$ cat config.mk
export PLATFORM = sky130hd
export DESIGN_NAME = toy_fetch_ctrl
export DESIGN_NICKNAME = d
export VERILOG_FILES = /design/src/rtl/toy_fetch_ctrl.sv
export SDC_FILE = /design/constraint.sdc
export NUM_CORES = 1
export LEC_CHECK = 0
export ABC_CLOCK_PERIOD_IN_PS = 11800
export CAP_MARGIN = 15
export CELL_PAD_IN_SITES_DETAIL_PLACEMENT = 0
export CELL_PAD_IN_SITES_GLOBAL_PLACEMENT = 1
export CORE_AREA = 10 10 252 230
export CTS_BUF_LIST = sky130_fd_sc_hd__clkbuf_4 sky130_fd_sc_hd__clkbuf_8
export CTS_CLUSTER_DIAMETER = 40
export DETAILED_ROUTE_END_ITERATION = 8
export DIE_AREA = 0 0 262 240
export GPL_TIMING_DRIVEN = 0
export PLACE_DENSITY_LB_ADDON = 0.1
export SLEW_MARGIN = 5
export SYNTH_ARGS = -nofsm -noshare
export SYNTH_HDL_FRONTEND = slang
export SYNTH_SLANG_ARGS = --single-unit
$ cat constraint.sdc
create_clock -name clk -period 11.8 [get_ports clk]
set_input_delay 2.36 -clock clk [delete_from_list [all_inputs] [get_ports clk]]
set_output_delay 2.36 -clock clk [all_outputs]
set_load 0.01 [all_outputs]
$ cat src/rtl/toy_fetch_ctrl.sv
// Sequential instruction fetch with outstanding-request tracking, in-order decode FIFO,
// and stall/redirect handling driven by commit-stage change-of-flow signals.
//
// state | meaning
// RUN   | issuing sequential fetch requests
// HOLD  | control-flow inst fetched, waiting for commit to release
module toy_fetch_ctrl #(
  parameter int ADDR_WIDTH      = 32,
  parameter int INST_WIDTH      = 32,
  parameter int IBUF_DEPTH      = 4,
  parameter int MAX_OUTSTANDING = 2,
  parameter logic [ADDR_WIDTH-1:0] RESET_PC = 32'h8000_0000
) (
  input  logic                  clk,
  input  logic                  rst_n,
  input  logic                  pc_release_en,
  input  logic                  pc_update_en,
  input  logic [ADDR_WIDTH-1:0] pc_val,
  input  logic                  pc_lock,
  output logic                  fetch_req_vld,
  input  logic                  fetch_req_rdy,
  output logic [ADDR_WIDTH-1:0] fetch_req_addr,
  input  logic                  fetch_ack_vld,
  input  logic [INST_WIDTH-1:0] fetch_ack_inst,
  output logic                  dec_vld,
  input  logic                  dec_rdy,
  output logic [ADDR_WIDTH-1:0] dec_pc,
  output logic [INST_WIDTH-1:0] dec_inst
);

  typedef enum logic [0:0] {RUN, HOLD} state_t;

  localparam int OW  = $clog2(MAX_OUTSTANDING + 1);
  localparam int IAW = $clog2(IBUF_DEPTH);
  localparam int QAW = (MAX_OUTSTANDING > 1) ? $clog2(MAX_OUTSTANDING) : 1;

  state_t                state, state_nxt;
  logic [ADDR_WIDTH-1:0] fetch_pc, fetch_pc_nxt;
  logic [OW-1:0]         outstanding, outstanding_nxt;
  logic [OW-1:0]         drop_cnt, drop_cnt_nxt;

  logic [ADDR_WIDTH-1:0] pcq [MAX_OUTSTANDING];
  logic [QAW-1:0]        pcq_wr, pcq_rd;

  logic [ADDR_WIDTH-1:0] ibuf_pc   [IBUF_DEPTH];
  logic [INST_WIDTH-1:0] ibuf_inst [IBUF_DEPTH];
  logic [IAW-1:0]        wr_ptr, rd_ptr;
  logic [IAW:0]          fifo_count;

  logic redirect, req_hs, push, pop, cf_push;
  logic [ADDR_WIDTH-1:0] ack_pc;

  function automatic logic is_cf(input logic [6:0] op);
    return (op == 7'b1101111) || (op == 7'b1100111) ||
           (op == 7'b1100011) || (op == 7'b1110011);
  endfunction

  function automatic logic [QAW-1:0] pcq_inc(input logic [QAW-1:0] p);
    return (int'(p) == MAX_OUTSTANDING - 1) ? '0 : p + QAW'(1);
  endfunction

  assign redirect       = pc_release_en & pc_update_en;
  assign fetch_req_vld  = (state == RUN) & ~pc_lock & ~redirect &
                          (int'(outstanding) < MAX_OUTSTANDING) &
                          (int'(outstanding) + int'(fifo_count) < IBUF_DEPTH);
  assign fetch_req_addr = fetch_pc;
  assign req_hs         = fetch_req_vld & fetch_req_rdy;
  assign ack_pc         = pcq[pcq_rd];
  assign push           = fetch_ack_vld & (drop_cnt == '0) & ~redirect;
  assign pop            = dec_vld & dec_rdy & ~redirect;
  assign cf_push        = push & is_cf(fetch_ack_inst[6:0]);

  assign outstanding_nxt = outstanding + OW'(req_hs) - OW'(fetch_ack_vld);

  assign dec_vld  = (fifo_count != '0);
  assign dec_pc   = dec_vld ? ibuf_pc[rd_ptr]   : '0;
  assign dec_inst = dec_vld ? ibuf_inst[rd_ptr] : '0;

  // Redirect overrides a same-cycle control-flow push; both count every fetch still in flight as stale.
  always_comb begin
    state_nxt    = state;
    fetch_pc_nxt = fetch_pc;
    drop_cnt_nxt = drop_cnt;
    if (req_hs) fetch_pc_nxt = fetch_pc + ADDR_WIDTH'(4);
    if (fetch_ack_vld && (drop_cnt != '0)) drop_cnt_nxt = drop_cnt - OW'(1);
    if ((state == HOLD) && pc_release_en && !pc_update_en) state_nxt = RUN;
    if (cf_push) begin
      state_nxt    = HOLD;
      fetch_pc_nxt = ack_pc + ADDR_WIDTH'(4);
      drop_cnt_nxt = outstanding_nxt;
    end
    if (redirect) begin
      state_nxt    = RUN;
      fetch_pc_nxt = pc_val;
      drop_cnt_nxt = outstanding_nxt;
    end
  end

  always_ff @(posedge clk or negedge rst_n) begin
    if (!rst_n) begin
      state       <= RUN;
      fetch_pc    <= RESET_PC;
      outstanding <= '0;
      drop_cnt    <= '0;
      pcq_wr      <= '0;
      pcq_rd      <= '0;
    end else begin
      state       <= state_nxt;
      fetch_pc    <= fetch_pc_nxt;
      outstanding <= outstanding_nxt;
      drop_cnt    <= drop_cnt_nxt;
      if (req_hs)        pcq_wr <= pcq_inc(pcq_wr);
      if (fetch_ack_vld) pcq_rd <= pcq_inc(pcq_rd);
    end
  end

  always_ff @(posedge clk or negedge rst_n) begin
    if (!rst_n) begin
      wr_ptr     <= '0;
      rd_ptr     <= '0;
      fifo_count <= '0;
    end else if (redirect) begin
      wr_ptr     <= '0;
      rd_ptr     <= '0;
      fifo_count <= '0;
    end else begin
      if (push) wr_ptr <= wr_ptr + IAW'(1);
      if (pop)  rd_ptr <= rd_ptr + IAW'(1);
      fifo_count <= fifo_count + (IAW+1)'(push) - (IAW+1)'(pop);
    end
  end

  // Storage arrays need no reset: contents are only observed behind the pointers/count.
  always_ff @(posedge clk) begin
    if (req_hs) pcq[pcq_wr] <= fetch_pc;
    if (push) begin
      ibuf_pc[wr_ptr]   <= ack_pc;
      ibuf_inst[wr_ptr] <= fetch_ack_inst;
    end
  end

endmodule

==> reports/results.ini <==
[job]
drv.max_cap_violation_count = 0

[setup_path]
path_cells = clkdlybuf4s50_1, mux2i_4, and4_4, buf_6, buf_4, clkbuf_1, clkbuf_1, nand2_1, nand2_1, ha_1, nand3_1, mux2_4, nor4_4, a21oi_1, o31ai_1, o21a_1
r2r-start = pcq_rd
critPathArrivalTime_ns = 7.61
worstSetupStartpointType = input pin
cp_num_buf_inv = 5
crit_type = input pin to flip-flop
reg2reg_to = fetch_req_addr[16]
slowest_delay_ns = 0.68
reg2reg_slack_ns = 6.69
slowest_stage = clkbuf_1
cp-end-kind = flip-flop
worst-r2r-cell-count = 15
cp_max_fo = 10
worst_path_dominant_cell_family = buffers and inverters
cp.required_ns = 12.36

[synthesis]
synth-edff-count = 320
ys_warn_count = 0
syn-num-nets = 1039
synth_top_family_by_area = multiplexers
yosys.area_share.simple_pct = 8.72
synth_seq_area_share_pct = 68.8
synth_ff_type = edfxtp_1
yosys_register_bits = 366
synth_cell_types = 64
netlist_area_mm2 = 0.0156
synthAdderAreaFrac_pct = 1.01
synth_xor_area_share_pct = 1.79
synth_compound_area_share_pct = 4.52
synthCells = 955
ys_async_sr_fraction_pct = 12.6
synth_mux_area_share_pct = 13.3
syn_avg_cell_area_um2 = 16.4

[floorplanning]
die_x_um = 262
start_util_pct = 29.7
core_area_mm2 = 0.0526
die_h_um = 240
num_rows = 80
ios = 170
die-area_mm2 = 0.0629

[run_status]
status = finished, final reports clean

[detailed_routing]
drc = 0
avgViaCountPerCell = 4.73
route.met3.wl_mm = 2.18
wl_per_cell_um = 23.6
vias = 9302
highest_layer = met4
drt_pass1_iterations = 5
drtAntennaViolNets = 0
drt_iter0_drc = 488
met2_length_mm = 22.4
drt-met1-wl_mm = 21.2
drt-total-wl_mm = 46.5

[power]
power_density_mw_per_mm2 = 241
p_total_mw = 4.82
leakage_nw = 6.79
irDropWorstVdd_uv = 90.3

[timing]
period_needed_ns = 7.06
worst_pin_slew_ns = 1.02
fin_crit_sh_pct = 59.8
relSlewSlack_pct = 32.2
hold_violations = 0
setup_ws_ns = 4.74
setup-violations-final = 0
rsz0062_at_grt = false
setup_tns_ns = 0
clock_skew_ns = 0.0281
maxSlewViolCount = 0
clock.fmax_ghz = 0.142

[global_routing]
grt_antenna_before_repair = 0
grt_pass1_vias = 10072
grt-ovfl-total = 0
grt_pass1_wl_mm = 68.1
grt_usage_pct = 14.9
grt_start_max_net_pins = 47

[placed_design]
dpl.hpwl_mm = 31.2
place_area_mm2 = 0.0184
gp_congestion = 0.782
io_buffers = 169
pre_cts_slack_ns = 4.21

[clock_tree]
cts_tree = yes
clock-sinks = 366
numCtsBuffers = 77
clock_latency_ns = 0.63
clock_path_buffers = 3
root_buffer = clkbuf_8
h-tree-depth = 3
post_cts_resized = 0
postCtsSetupBuffers = 0
cts.clk_slew.worst_paths_ns = 0.06
postCtsHoldBufs = 0

[layout]
fin_nets = 1294
antennaDiodeCount = 0
layout-drive-gt1-share_pct = 19.8
fin_area_mm2 = 0.0200
syn_to_final_growth_pct = 28.2

[min_path]
min_path_type = flip-flop to flip-flop
holdCritStartpoint = fetch_req_addr[0]
min_to = pcq[1][0]
min_delay_path_depth = 0

[metal layers]
| layer | up-vias | global-route usage [%] |
|---|---|---|
| met5 | - | 0 |
| met4 | 0 | 3.93 |
| met3 | 55 | 3.69 |
| met2 | 219 | 24.4 |
| met1 | 4774 | 19.4 |
| li1 | 4254 | - |
[cells in the mapped netlist, drive strengths merged, types with 11 or more instances]
| master | number | area share (%) |
|---|---|---|
| mux4 | 64 | 9.2 |
| inv | 18 | 0.43 |
| nor3 | 12 | 0.42 |
| nand4 | 14 | 0.70 |
| clkbuf | 29 | 0.70 |
| o21ai | 36 | 1.2 |
| nand2 | 60 | 1.4 |
| nand3 | 21 | 0.67 |
| buf | 22 | 0.73 |
| ha | 11 | 0.88 |
| mux2i | 34 | 2.3 |
| dfrtp | 45 | 7.2 |
| and2 | 71 | 2.8 |
| a22oi | 12 | 0.58 |
| xnor2 | 27 | 1.5 |
| edfxtp | 320 | 61 |
| a21oi | 11 | 0.35 |
| nor2 | 32 | 0.77 |
| mux2 | 24 | 1.8 |
[metrics by stage]
| stage | hold WS, ns | cells | utilization (%) |
|---|---|---|---|
| 3_5_place_dp | 0.487 | 1828 | 35.0 |
| 2_1_floorplan | 0.494 | 955 | - |
| 5_1_grt | 0.514 | 1966 | 38.1 |
| 4_1_cts | 0.498 | 1966 | 38.1 |
| 3_3_place_gp | 0.480 | 1821 | 34.6 |
| 6_report | 0.500 | 1966 | 38.1 |
[logic make-up after synthesis]
logic type	after synthesis
flip-flops	366
AND/OR/NAND/NOR	248
multiplexers	122
AO/OA/AOI/OAI	106
buffers and inverters	69
XOR/XNOR	32
adder cells (fa/ha/maj)	12
[placed cells by master, fill, tap and decap left out, types with 21 or more instances in the layout]
master           synthesis  routed
o21ai_0                 35      35
clkbuf_1                29      29
nand2_1                 60      60
nor2_1                  32      30
mux4_2                  64      64
clkbuf_4                 0      22
and2_1                  71      71
nand3_1                 21      21
mux2_2                  22      22
clkbuf_8                 0      82
dfrtp_1                 45      45
xnor2_1                 27      27
clkdlybuf4s50_1          0     168
mux2i_1                 33      33
edfxtp_1               320     320
[power breakdown]
group	internal [mW]	switching (mW)	leakage [nW]
combinational	0.824	0.834	2.49
clock	0.867	0.561	0.855
sequential	1.61	0.125	3.44
[flip-flops by register name, indices dropped and copies added (netlist names)]
register / cells
ibuf_inst: 128
ibuf_pc: 128
pcq: 64
fetch_req_addr: 32
fifo_count: 3
drop_cnt: 2
outstanding: 2
rd_ptr: 2
wr_ptr: 2
pcq_rd: 1
pcq_wr: 1
state: 1
[worst register-to-register path, stage by stage, from the launching register on]
cell     delay [ns]
dfrtp_1        0.36
buf_6          0.16
buf_2          0.33
buf_2          0.35
buf_2          0.40
buf_1          0.81
mux2_2         0.41
nand2_1        0.07
nand2_1        0.09
ha_1           0.22
nand3_1        0.15
mux2_4         0.38
nor4_4         0.64
a21oi_1        0.15
o31ai_1        0.37
o21a_1         0.16
[worst max path at each step]
stage | start | endpoint | slack [ns] | cells past startpoint
4_1_cts | fetch_ack_inst[2] | fetch_req_addr[16] | 4.87 | 16
3_5_place_dp | fetch_ack_inst[2] | fetch_req_addr[16] | 4.21 | 16
2_1_floorplan | fetch_ack_inst[6] | fetch_req_addr[22] | 6.18 | 16
5_1_grt | fetch_ack_inst[2] | fetch_req_addr[16] | 4.56 | 16
3_3_place_gp | pc_release_en | ibuf_inst[1][26] | 3.60 | 5
6_report | fetch_ack_inst[2] | fetch_req_addr[16] | 4.74 | 16
[layout make-up]
cell class / count / area, um^2
inverter: 18 / 67.6
clock buffer: 104 / 1290
clock inverter: 34 / 354
multi-input combinational: 520 / 4610
timing repair buffer: 176 / 1850
fill: 4951 / 32500
sequential: 366 / 10800
buffer: 51 / 223
tap: 697 / 872
Note: power is estimated with default switching activity, not from simulation.
